$ cat config.mk
export PLATFORM = sky130hd
export DESIGN_NAME = ray_scanner
export DESIGN_NICKNAME = d
export VERILOG_FILES = /design/src/rtl/ray_scanner.sv
export SDC_FILE = /design/constraint.sdc
export NUM_CORES = 1
export LEC_CHECK = 0
export ABC_AREA = 1
export BUFFER_PORTS_ARGS = -buffer_cell sky130_fd_sc_hd__buf_4
export CORE_UTILIZATION = 40
export CTS_CLUSTER_DIAMETER = 30
export DETAILED_ROUTE_END_ITERATION = 8
export SETUP_SLACK_MARGIN = 0.4
export SLEW_MARGIN = 40
export SYNTH_ARGS = -nofsm -noshare
export SYNTH_HDL_FRONTEND = slang
export SYNTH_SLANG_ARGS = --single-unit
$ cat constraint.sdc
create_clock -name clk -period 2.4 [get_ports clk]
set_input_delay 0.36 -clock clk [delete_from_list [all_inputs] [get_ports clk]]
set_output_delay 0.36 -clock clk [all_outputs]
set_load 0.02 [all_outputs]
$ cat src/rtl/ray_scanner.sv
// ----------------------------------------------------------------------------
// ray_scanner
// Walks one ray of the board, starting from an origin square and moving in one
// of eight directions. Squares are read one at a time through the board-state
// memory read port. The scan stops at the first occupied square, at the board
// edge, or at the step limit, whichever comes first. It reports the hit square,
// the piece on it, and how many empty squares were crossed on the way.
//
// Ports:
//   clk, reset      system clock, synchronous active-high reset
//   start           scan request, only looked at while idle
//   origin          start square, row*BOARD_DIM+col (row 0 is the top row)
//   direction       000 UP, 001 LEFT, 010 RIGHT, 011 DOWN,
//                   100 UP_LEFT, 101 UP_RIGHT, 110 DOWN_LEFT, 111 DOWN_RIGHT
//   max_steps       ray length limit, 0 = unlimited
//   rd_en, rd_addr  board memory read request
//   rd_data         piece code, valid the cycle after rd_en
//   busy            scan in progress (ISSUE/WAIT/DONE)
//   done            one-cycle end-of-scan pulse
//   found, nearest_pos, nearest_piece, empty_count   scan result, held until
//                   the next accepted start
// ----------------------------------------------------------------------------
module ray_scanner #(
    parameter int BOARD_DIM  = 8,
    parameter int POS_W      = 6,
    parameter int CNT_W      = 3,
    parameter int PIECE_W    = 3,
    parameter int EMPTY_CODE = 0
) (
    input  logic               clk,
    input  logic               reset,
    input  logic               start,
    input  logic [POS_W-1:0]   origin,
    input  logic [2:0]         direction,
    input  logic [CNT_W-1:0]   max_steps,
    output logic               rd_en,
    output logic [POS_W-1:0]   rd_addr,
    input  logic [PIECE_W-1:0] rd_data,
    output logic               busy,
    output logic               done,
    output logic               found,
    output logic [POS_W-1:0]   nearest_pos,
    output logic [PIECE_W-1:0] nearest_piece,
    output logic [CNT_W-1:0]   empty_count
);

    localparam int                 NUM_SQ    = BOARD_DIM * BOARD_DIM;
    localparam logic [POS_W-1:0]   DIM_P     = POS_W'(BOARD_DIM);
    localparam logic [POS_W:0]     NUM_SQ_X  = (POS_W+1)'(NUM_SQ);
    localparam logic [CNT_W-1:0]   LAST_RC   = CNT_W'(BOARD_DIM - 1);
    localparam logic [CNT_W-1:0]   CNT_ZERO  = {CNT_W{1'b0}};
    localparam logic [CNT_W-1:0]   CNT_ONE   = CNT_W'(1);
    localparam logic [POS_W-1:0]   POS_ZERO  = {POS_W{1'b0}};
    localparam logic [POS_W-1:0]   POS_ONE   = POS_W'(1);
    localparam logic [PIECE_W-1:0] EMPTY_P   = PIECE_W'(EMPTY_CODE);

    localparam logic [2:0] DIR_UP         = 3'b000;
    localparam logic [2:0] DIR_LEFT       = 3'b001;
    localparam logic [2:0] DIR_RIGHT      = 3'b010;
    localparam logic [2:0] DIR_DOWN       = 3'b011;
    localparam logic [2:0] DIR_UP_LEFT    = 3'b100;
    localparam logic [2:0] DIR_UP_RIGHT   = 3'b101;
    localparam logic [2:0] DIR_DOWN_LEFT  = 3'b110;
    localparam logic [2:0] DIR_DOWN_RIGHT = 3'b111;

    typedef enum logic [1:0] {
        S_IDLE  = 2'd0,
        S_ISSUE = 2'd1,
        S_WAIT  = 2'd2,
        S_DONE  = 2'd3
    } state_t;

    state_t           state_r;
    state_t           state_s;

    // Scan context captured at start; pos_r/row_r/col_r track the last square
    // visited (the origin before the first step).
    logic [POS_W-1:0] pos_r;
    logic [CNT_W-1:0] row_r;
    logic [CNT_W-1:0] col_r;
    logic [2:0]       dir_r;
    logic [CNT_W-1:0] max_r;
    logic [CNT_W-1:0] step_r;
    logic             origin_bad_r;

    logic             up_s;
    logic             down_s;
    logic             left_s;
    logic             right_s;
    logic             off_board_s;
    logic             limit_s;
    logic [POS_W-1:0] next_pos_s;
    logic [CNT_W-1:0] next_row_s;
    logic [CNT_W-1:0] next_col_s;
    logic             accept_s;
    logic             issue_s;
    logic             hit_s;
    logic             miss_s;

    // Split the latched direction into its vertical and horizontal components.
    always_comb begin
        up_s    = 1'b0;
        down_s  = 1'b0;
        left_s  = 1'b0;
        right_s = 1'b0;
        case (dir_r)
            DIR_UP:         up_s = 1'b1;
            DIR_LEFT:       left_s = 1'b1;
            DIR_RIGHT:      right_s = 1'b1;
            DIR_DOWN:       down_s = 1'b1;
            DIR_UP_LEFT:    begin up_s = 1'b1;   left_s = 1'b1;  end
            DIR_UP_RIGHT:   begin up_s = 1'b1;   right_s = 1'b1; end
            DIR_DOWN_LEFT:  begin down_s = 1'b1; left_s = 1'b1;  end
            DIR_DOWN_RIGHT: begin down_s = 1'b1; right_s = 1'b1; end
            default:        up_s = 1'b0;
        endcase
    end

    // Next square on the ray, plus the edge and step-limit stop conditions.
    // The linear address is stepped by +-BOARD_DIM / +-1 so no multiplier is
    // needed; the edge test on row/col prevents any wrap between rows.
    always_comb begin
        next_row_s = row_r;
        next_col_s = col_r;
        next_pos_s = pos_r;
        if (up_s) begin
            next_row_s = row_r - CNT_ONE;
            next_pos_s = pos_r - DIM_P;
        end else if (down_s) begin
            next_row_s = row_r + CNT_ONE;
            next_pos_s = pos_r + DIM_P;
        end else begin
            next_row_s = row_r;
        end
        if (left_s) begin
            next_col_s = col_r - CNT_ONE;
            next_pos_s = next_pos_s - POS_ONE;
        end else if (right_s) begin
            next_col_s = col_r + CNT_ONE;
            next_pos_s = next_pos_s + POS_ONE;
        end else begin
            next_col_s = col_r;
        end
        off_board_s = (up_s    && (row_r == CNT_ZERO)) ||
                      (down_s  && (row_r == LAST_RC))  ||
                      (left_s  && (col_r == CNT_ZERO)) ||
                      (right_s && (col_r == LAST_RC));
        limit_s     = (max_r != CNT_ZERO) && (step_r == max_r);
    end

    // Next-state logic and the control/handshake outputs.
    always_comb begin
        state_s  = state_r;
        accept_s = 1'b0;
        issue_s  = 1'b0;
        hit_s    = 1'b0;
        miss_s   = 1'b0;
        case (state_r)
            S_IDLE: begin
                if (start) begin
                    accept_s = 1'b1;
                    state_s  = S_ISSUE;
                end else begin
                    state_s  = S_IDLE;
                end
            end
            S_ISSUE: begin
                if (origin_bad_r || off_board_s || limit_s) begin
                    state_s = S_DONE;
                end else begin
                    issue_s = 1'b1;
                    state_s = S_WAIT;
                end
            end
            S_WAIT: begin
                if (rd_data != EMPTY_P) begin
                    hit_s   = 1'b1;
                    state_s = S_DONE;
                end else begin
                    miss_s  = 1'b1;
                    state_s = S_ISSUE;
                end
            end
            S_DONE:  state_s = S_IDLE;
            default: state_s = S_IDLE;
        endcase
        rd_en   = issue_s;
        rd_addr = issue_s ? next_pos_s : POS_ZERO;
        busy    = (state_r != S_IDLE);
        done    = (state_r == S_DONE);
    end

    // State register.
    always_ff @(posedge clk) begin
        if (reset) begin
            state_r <= S_IDLE;
        end else begin
            state_r <= state_s;
        end
    end

    // Scan context and result registers.
    always_ff @(posedge clk) begin
        if (reset) begin
            pos_r         <= POS_ZERO;
            row_r         <= CNT_ZERO;
            col_r         <= CNT_ZERO;
            dir_r         <= 3'b000;
            max_r         <= CNT_ZERO;
            step_r        <= CNT_ZERO;
            origin_bad_r  <= 1'b0;
            found         <= 1'b0;
            nearest_pos   <= POS_ZERO;
            nearest_piece <= EMPTY_P;
            empty_count   <= CNT_ZERO;
        end else if (accept_s) begin
            pos_r         <= origin;
            row_r         <= CNT_W'(origin / DIM_P);
            col_r         <= CNT_W'(origin % DIM_P);
            dir_r         <= direction;
            max_r         <= max_steps;
            step_r        <= CNT_ZERO;
            origin_bad_r  <= ({1'b0, origin} >= NUM_SQ_X);
            found         <= 1'b0;
            nearest_pos   <= POS_ZERO;
            nearest_piece <= EMPTY_P;
            empty_count   <= CNT_ZERO;
        end else if (issue_s) begin
            pos_r         <= next_pos_s;
            row_r         <= next_row_s;
            col_r         <= next_col_s;
            step_r        <= step_r + CNT_ONE;
        end else if (hit_s) begin
            // pos_r already holds the square whose data is arriving now.
            found         <= 1'b1;
            nearest_pos   <= pos_r;
            nearest_piece <= rd_data;
        end else if (miss_s) begin
            empty_count   <= empty_count + CNT_ONE;
        end else begin
            pos_r         <= pos_r;
        end
    end

endmodule

## After elaboration in Yosys (flattened, before gate mapping)

Index checks and enable logic that the tools add are counted.
Widths: inputs -> output; s select.

| word-level totals | value |
|---|---|
| register bits after elaboration | 36 |
| input bits | 18 |
| output and inout bits | 22 |
| word-level logic and storage cells | 95 |

| operators by class | value |
|---|---|
| $add $sub $neg | 10 |
| equal/unequal tests | 13 |
| multiplexer cells | 31 |
| bitwise operators | 2 |
| reductions and logical operators | 28 |

Operators with widths:

| operator | count |
|---|---|
| $mux 6 | 7 |
| $mux 3 | 8 |
| $eq 3x3->1 const B | 6 |
| $mux 1 | 14 |
| $add 3x1->3 const B | 4 |
| $reduce_bool 3->1 | 4 |
| $reduce_or 3->1 | 4 |
| $logic_not 3->1 | 3 |
| $pmux 2 s4 | 1 |
| $add 6x1->6 const B | 1 |
| $add 6x4->6 const B | 1 |
| $eq 3x2->1 const B | 2 |
| $reduce_and 2->1 | 3 |
| $sub 3x1->3 const B | 2 |
| $sub 6x1->6 const B | 1 |
| $sub 6x4->6 const B | 1 |
| $logic_and 1x1->1 | 5 |
| $eq 2x2->1 const B | 2 |
| $logic_or 1x1->1 | 4 |
| $reduce_bool 2->1 | 2 |
| $eq 3x1->1 const B | 1 |
| $eq 3x3->1 | 1 |
| $reduce_and 3->1 | 1 |
| $eq 2x1->1 const B | 1 |
| other kinds (4) | 5 |

## Logic depth before layout (Yosys ltp)

Gate-level depths: netlist of the first run.

| logic depth | value |
|---|---|
| depth in word-level cells | 12 |
| gate-level depth with buffers | 13 |
| mapped depth without buffers | 13 |

## Worst setup path after synthesis of the first run

No wires, ideal clock.

| timing path | value |
|---|---|
| path type | register to output |
| start | register dir_r[0] |
| end | output rd_addr[5] |
| arrival time | 1525 ps |
| required time | 2040 ps |
| setup slack | 515 ps |
| stages on the path, launching flop included | 9 |
| buffers on the path | 0 |
| cell sequence | dfxtp_1 > o21ai_2 > inv_2 > nand2_1 > nand2_2 > nor2_4 > nand3_4 > clkinv_4 > and3_1 |

| on the way | value |
|---|---|
| word-level cells in the longest chain between the ends | 11 |
| elaborated cells between the ends (all ways) | 33 |
| those cells by class | 2 x add/sub; 7 x eq/ne; 11 x mux; 13 x reduce/logical |

Ends and longest elaborated chain:

| what | RTL line | RTL |
|---|---|---|
| from (decl) | 81 | `logic [2:0] dir_r;` |
| from (signal assigned) | 220 | `dir_r <= direction;` |
| $eq 3x3->1 (tied with other cells) | 106 | `case (dir_r)` |
| $reduce_or 3->1 (no line) | n/a |  |
| $mux 1 | 106 |  |
| $logic_and 1x1->1, on equally long branches | 144, 145 |  |
| $logic_or 1x1->1 | 144 | `off_board_s = (up_s && (row_r == CNT_ZERO)) \|\|` |
| $logic_or 1x1->1 | 145 | `(down_s && (row_r == LAST_RC)) \|\|` |
| $logic_or 1x1->1 * | 146 | `(left_s && (col_r == CNT_ZERO)) \|\|` |
| $logic_or 1x1->1 * | 168 | `if (origin_bad_r \|\| off_board_s \|\| limit_s) begin` |
| $mux 1 * | 168 |  |
| $mux 1 * | 158 | `case (state_r)` |
| net rd_en | 36 | `output logic rd_en,` |
| $mux 6 * | 188 | `rd_addr = issue_s ? next_pos_s : POS_ZERO;` |
| to (decl) | 37 | `output logic [POS_W-1:0] rd_addr,` |

Mark *: on every way through the listed nets, which the timed path passes. The rest lies on a longest branch.

## Worst setup path after layout of the first run

| timing path | value |
|---|---|
| start | register pos_r[4] |
| end | output rd_addr[5] |

| on the way | value |
|---|---|
| word-level cells in the longest chain between the ends | 7 |
| elaborated cells between the ends (all ways) | 9 |
| those cells by class | 4 x add/sub; 5 x mux |

Ends and longest elaborated chain:

| what | RTL line | RTL |
|---|---|---|
| from (decl) | 78 | `logic [POS_W-1:0] pos_r;` |
| from (signal assigned) | 217 | `pos_r <= origin;` |
| from (signal assigned) | 229 | `pos_r <= next_pos_s;` |
| from (signal assigned) | 241 | `pos_r <= pos_r;` |
| $add 6x4->6 | 131 | `next_pos_s = pos_r + DIM_P;` |
| $mux 6 | 129 | `end else if (down_s) begin` |
| $mux 6 * | 126 | `if (up_s) begin` |
| $add 6x1->6 | 140 | `next_pos_s = next_pos_s + POS_ONE;` |
| $mux 6 | 138 | `end else if (right_s) begin` |
| $mux 6 * | 135 | `if (left_s) begin` |
| $mux 6 * | 188 |  |

Every way passes the cells marked *; elsewhere a longest branch is shown, timed or not.

==> results of run 1 <==
==> through the flow <==
step	instance area (sq um)	util (%)	cells	setup slack [ns]	hold slack, ns
after detailed placement	2520	49.1	429	0.326	0.456
after CTS	2870	55.9	454	0.258	0.302
after floorplan	2150	-	324	0.515	0.469
final	2930	57.0	458	0.196	0.307
after global routing	2930	57.0	458	0.0960	0.309
after global placement	2520	49.1	429	0.320	0.447
==> registers in the layout, indices dropped and copies added (netlist names) <==
signal         cells
state_r            2
found              1
row_r              3
empty_count        3
nearest_pos        6
dir_r              3
col_r              3
max_r              3
pos_r              6
step_r             3
nearest_piece      3
==> placed cells by master (no fill, tap or decap), types with 4 or more instances in the layout <==
cell type / instances
nand2_1: 76
inv_1: 29
nand4_1: 4
xor2_1: 6
xnor2_1: 5
nand2_4: 4
o21ai_0: 20
clkbuf_8: 5
nand2_2: 12
nand3_1: 22
buf_6: 9
nor2_1: 38
inv_2: 8
buf_4: 54
nor3_1: 4
dfxtp_2: 4
a21oi_1: 21
ha_1: 5
dfxtp_1: 29
==> per-layer routing <==
metal / track usage (%) / share of wire [%] / wire (microns) / vias up
li1: - / - / - / 1158
met1: 28.4 / 46 / 2690 / 988
met2: 36.0 / 47 / 2730 / 54
met3: 5.22 / 4.9 / 284 / 12
met4: 9.67 / 2.1 / 121 / 0
met5: 0 / 0 / 0 / -
==> critical path, delay by kind of cell (launching register included) <==
kind                       cells  cell delay [ns]
xor gates and xnor gates       1             0.17
AOI/OAI and AO/OA              2             0.32
buffers and inverters          3             0.32
and+or+nand+nor                2             0.23
DFF                            1             0.34
adders and majority gates      1             0.17
==> final timing paths <==
check                     end  depth (start not counted)        startpoint
max                rd_addr[5]                          9          pos_r[4]
min                state_r[0]                          2             reset
max reg2reg          row_r[2]                         13          dir_r[2]
min reg2reg  nearest_piece[1]                          2  nearest_piece[1]
==> cells by family (layout without fill, tap and decap cells) <==
logic type / after synthesis / in the layout / share of synthesized area (%)
DFF: 36 / 36 / 33.5
AOI/OAI and AO/OA: 50 / 50 / 12.3
xor gates and xnor gates: 12 / 12 / 4.89
buffers and inverters: 47 / 111 / 8.50
adders and majority gates: 8 / 8 / 5.01
and+or+nand+nor: 171 / 171 / 35.7
==> repair_timing <==
action | CTS | global route
pin swaps | 14 | 3
resized for setup | 39 | 7
endpoints found under the setup margin | 7 | 8
buffers inserted | 17 | 4
==> final cells by class <==
| class | count | share of cell area, % |
|---|---|---|
| sequential | 36 | 25.2 |
| tap | 70 | 2.99 |
| clock buffer | 6 | 2.48 |
| inverter | 40 | 5.47 |
| timing repair buffer | 63 | 17.3 |
| clock inverter | 2 | 1.20 |
| multi-input combinational | 241 | 45.4 |
==> power by group through the flow <==
stage / sequential [uW] / clock [uW] / combinational [uW]
floorplan: 796 / 0 / 775
global placement: 794 / 0 / 1060
detailed placement: 796 / 0 / 1060
CTS: 793 / 541 / 1230
global route: 812 / 571 / 1430
finish: 800 / 533 / 1280
==> impl_metrics.tcl, run 1 <==
set metrics [dict create \
    synth_seq_cells 36 \
    startpoint_type "flop" \
    cp.required_ns 2.04 \
    cp.arrival_ns 1.84 \
    htreeDepth 2 \
    syn_area_sq_um 2150 \
    gp_congestion 0.883 \
    max_slew.worst_pin.slew_ns 0.457 \
    slew_headroom_pct 69.5 \
    cts_hold_buf 0 \
    grt_pass1_wl_microns 9350 \
    synth_area_leaders "dfxtp_1 34%, nand2_1 15%, nor2_1 7.0%" \
    p_comb_share_pct 49.0 \
    cts_buffers 5 \
    fp.coreArea_sq_um 5140 \
    slew_violations 0 \
    slowest_stage "dfxtp_2" \
    die_y_microns 75.3 \
    synth_edf_count 0 \
    power_density_nw_per_um2 892 \
    ant_nets 0 \
    end_kind "primary output" \
    grt_overflow_total 0 \
    gr-usage-all-layers_pct 22.3 \
    drt_iter0_drc 93 \
    async_flop_share_pct 0 \
    fp-row-count 26 \
    drt-total-wl_microns 5830 \
    register_area_sq_um 737 \
    wl_per_cell_microns 12.7 \
    dr.pass1.iters 4 \
    switching_share_pct 41.0 \
    antenna_cells 0 \
    netSwitchingPower_uw 1070 \
    multi_input_area_sq_um 1330 \
    ys_seq_area_share_pct 33.5 \
    vdd_drop_max_uv 415 \
    chipWidth_microns 75.3 \
    yosys.area.top_type "dfxtp_1" \
    skew_ns 0.00686 \
    critPathKind "reg -> out" \
    synth_cells 324 \
    grt_antenna_before_repair 0 \
    start_util_pct 41.8 \
    worst_skew_pair.late_latency_ns 0.29 \
    worstPathCellList "buf_4, ha_2, xnor2_1, o21ai_1, a21oi_1, inv_1, nand2_1, and3_1, buf_6" \
    io-pin-count 40 \
    ys.flop_type "dfxtp_1" \
    grt_max_degree 24 \
    vias_per_cell 4.83 \
    p_leak_uw 0.00142 \
    num-nets-final 413 \
    cts.path.max_buffers 2 \
    cts_root_buf "clkbuf_8" \
    fillCellCount 556 \
    ys_top_cells_by_count "85 x nand2_1, 40 x nor2_1, 36 x dfxtp_1" \
    clock-sinks 36 \
    hold_class "in -> reg" \
    cp_max_fo 3 \
    drc_errors 0 \
    rsz0062_at_grt "true" \
    status "completed" \
    power.total_uw 2610 \
    pwr-share-clk_pct 20.4 \
    syn_to_final_growth_pct 36.3 \
    max_freq_mhz 454 \
    synth_cell_types 30 \
    synth_top_cell_area_share_pct 33.5 \
    cts_tree "done" \
    die-area_sq_um 5670 \
    fin_setup_tns_ns 0 \
    slowest_delay_ns 0.34 \
    yosysWarnings 0 \
    grt_pass1_vias 2020 \
    drive_gt1_share_pct 31.4 \
    finalSetupViolations 0 \
    yosysMostFrequentCell "nand2_1" \
    fin_crit_ns 2.20 \
    clk_pin_slew_ns 0.07 \
    drv_cap 0 \
    avgSynthCellArea_sq_um 6.63 \
    synth_fp_nets 350 \
    reg2reg_setup_slack_ns 0.58 \
    internal_power_uw 1540 \
    io_buffers 39 \
    vias 2212 \
    finalHoldViolCount 0 \
    fin_crit_sh_pct 91.8 \
    power_frac_seq_pct 30.6 \
    hpwl_microns 4020 \
]
(Power assumes the default switching activity.)
==> run 2: changes to the inputs <==
PLACE_DENSITY = 0.69   (was default)
==> impl_metrics.tcl, run 2 (synthesis results as in run 1) <==
set metrics [dict create \
    vias_per_cell 4.93 \
    grt_antenna_before_repair 0 \
    die_y_microns 75.3 \
    hold_class "in -> reg" \
    fp-row-count 26 \
    rsz0062_at_grt "true" \
    finalHoldViolCount 0 \
    cts_buffers 5 \
    netSwitchingPower_uw 1110 \
    max_freq_mhz 455 \
    num-nets-final 415 \
    worstPathCellList "o21ai_4, nand2_2, nand2_1, nand2_2, nor2_1, nand2_1, nand2_1, nand2_1, and3_1, buf_6" \
    slew_headroom_pct 62.6 \
    die-area_sq_um 5670 \
    startpoint_type "flop" \
    htreeDepth 2 \
    layout_commonest_cell "nand2_1" \
    pwr-share-clk_pct 19.9 \
    clock-sinks 36 \
    fin_crit_ns 2.20 \
    power_frac_seq_pct 29.7 \
    slew_violations 0 \
    gr-usage-all-layers_pct 22.0 \
    end_kind "primary output" \
    drt_iter0_drc 128 \
    slowest_stage "dfxtp_4" \
    hold_slack_ns 0.309 \
    max_slew.worst_pin.slew_ns 0.559 \
    cp.required_ns 2.04 \
    power_density_nw_per_um2 899 \
    io_buffers 39 \
    drt-total-wl_microns 5790 \
    syn_to_final_growth_pct 39.6 \
    top_regs "nearest_pos (6), pos_r (6)" \
    grt_max_degree 24 \
    cts_root_buf "clkbuf_8" \
    p_comb_share_pct 50.3 \
    fillCellCount 484 \
    switching_share_pct 41.2 \
    mostFrequentLayoutCells "77 x nand2_1, 54 x buf_4, 38 x nor2_1" \
    grt_overflow_total 0 \
    grt_pass1_vias 1992 \
    hpwl_microns 4060 \
    clk_pin_slew_ns 0.08 \
    ant_nets 0 \
    io-pin-count 40 \
    slowest_delay_ns 0.38 \
    cts_hold_buf 0 \
    cp.arrival_ns 1.84 \
    chipWidth_microns 75.3 \
    cts.path.max_buffers 2 \
    register_area_sq_um 739 \
    drv_cap 0 \
    wl_per_cell_microns 12.6 \
    start_util_pct 41.8 \
    cp_max_fo 7 \
    multi_input_area_sq_um 1370 \
    fin_crit_sh_pct 91.6 \
    critPathKind "reg -> out" \
    worst_skew_pair.late_latency_ns 0.29 \
    cp_common_cell "nand2_1" \
    fin_setup_tns_ns 0 \
    skew_ns 0.00891 \
    drive_gt1_share_pct 33.1 \
    vdd_drop_max_uv 394 \
    p_leak_uw 0.00143 \
    grt_pass1_wl_microns 9400 \
    vias 2268 \
    cts_tree "done" \
    drc_errors 0 \
    dr.pass1.iters 4 \
    internal_power_uw 1580 \
    finalSetupViolations 0 \
    status "completed" \
    fp.coreArea_sq_um 5140 \
    antenna_cells 0 \
    gp_congestion 0.886 \
]
## run 2: worst max-delay path, delay by kind of cell (launching register included)
kind,cells,cell delay [ns]
DFF,1,0.38
and+or+nand+nor,8,0.77
buffers and inverters,1,0.13
AOI/OAI and AO/OA,1,0.26
## run 2: path summary, 6_finish.rpt
path,slack [ns],from,to,cells after the start
min reg2reg,0.46,empty_count[2],empty_count[2],2
max,0.20,dir_r[0],rd_addr[5],10
max reg2reg,0.54,dir_r[2],row_r[2],13
min,0.31,reset,pos_r[1],2
## run 2: power by group through the flow
stage	combinational (uW)	clock [uW]	sequential, uW
detailed placement	1060	0	796
finish	1360	537	801
global route	1490	574	815
CTS	1270	544	800
global placement	1050	0	792
floorplan	775	0	796
## run 2: cell type report
type                    instances  area share [%]
clock buffers                   5            2.29
clock inverters                 3            1.42
inverters                      40            5.42
multi-input cells             241            45.6
flip-flops and latches         36            24.7
well taps                      70            2.92
repair buffers                 65            17.6
## run 2: what timing repair did
item / CTS / global route
endpoints found under the setup margin: 7 / 7
cloned: 0 / 0
hold endpoints to repair: 0 / 0
pin swaps: 18 / 10
setup buffers: 19 / 3
resized for setup: 43 / 13
## run 2: metal layers
| layer | up-vias | GRT usage (%) | share of wire (%) |
|---|---|---|---|
| li1 | 1160 | - | - |
| met1 | 1045 | 29.0 | 45 |
| met4 | 0 | 6.17 | 1.5 |
| met2 | 53 | 36.6 | 49 |
| met5 | - | 0 | 0 |
| met3 | 10 | 4.55 | 4.4 |
## run 2: through the flow
step                      instances  power, uW  util, %  setup WS, ns  area [sq um]
final                           460       2690     58.3         0.200          3000
after global routing            460       2880     58.3         0.136          3000
after floorplan                 324       1570        -         0.515          2150
after global placement          430       1840     49.2         0.345          2530
after detailed placement        430       1860     49.2         0.342          2530
after CTS                       457       2610     56.9         0.243          2930
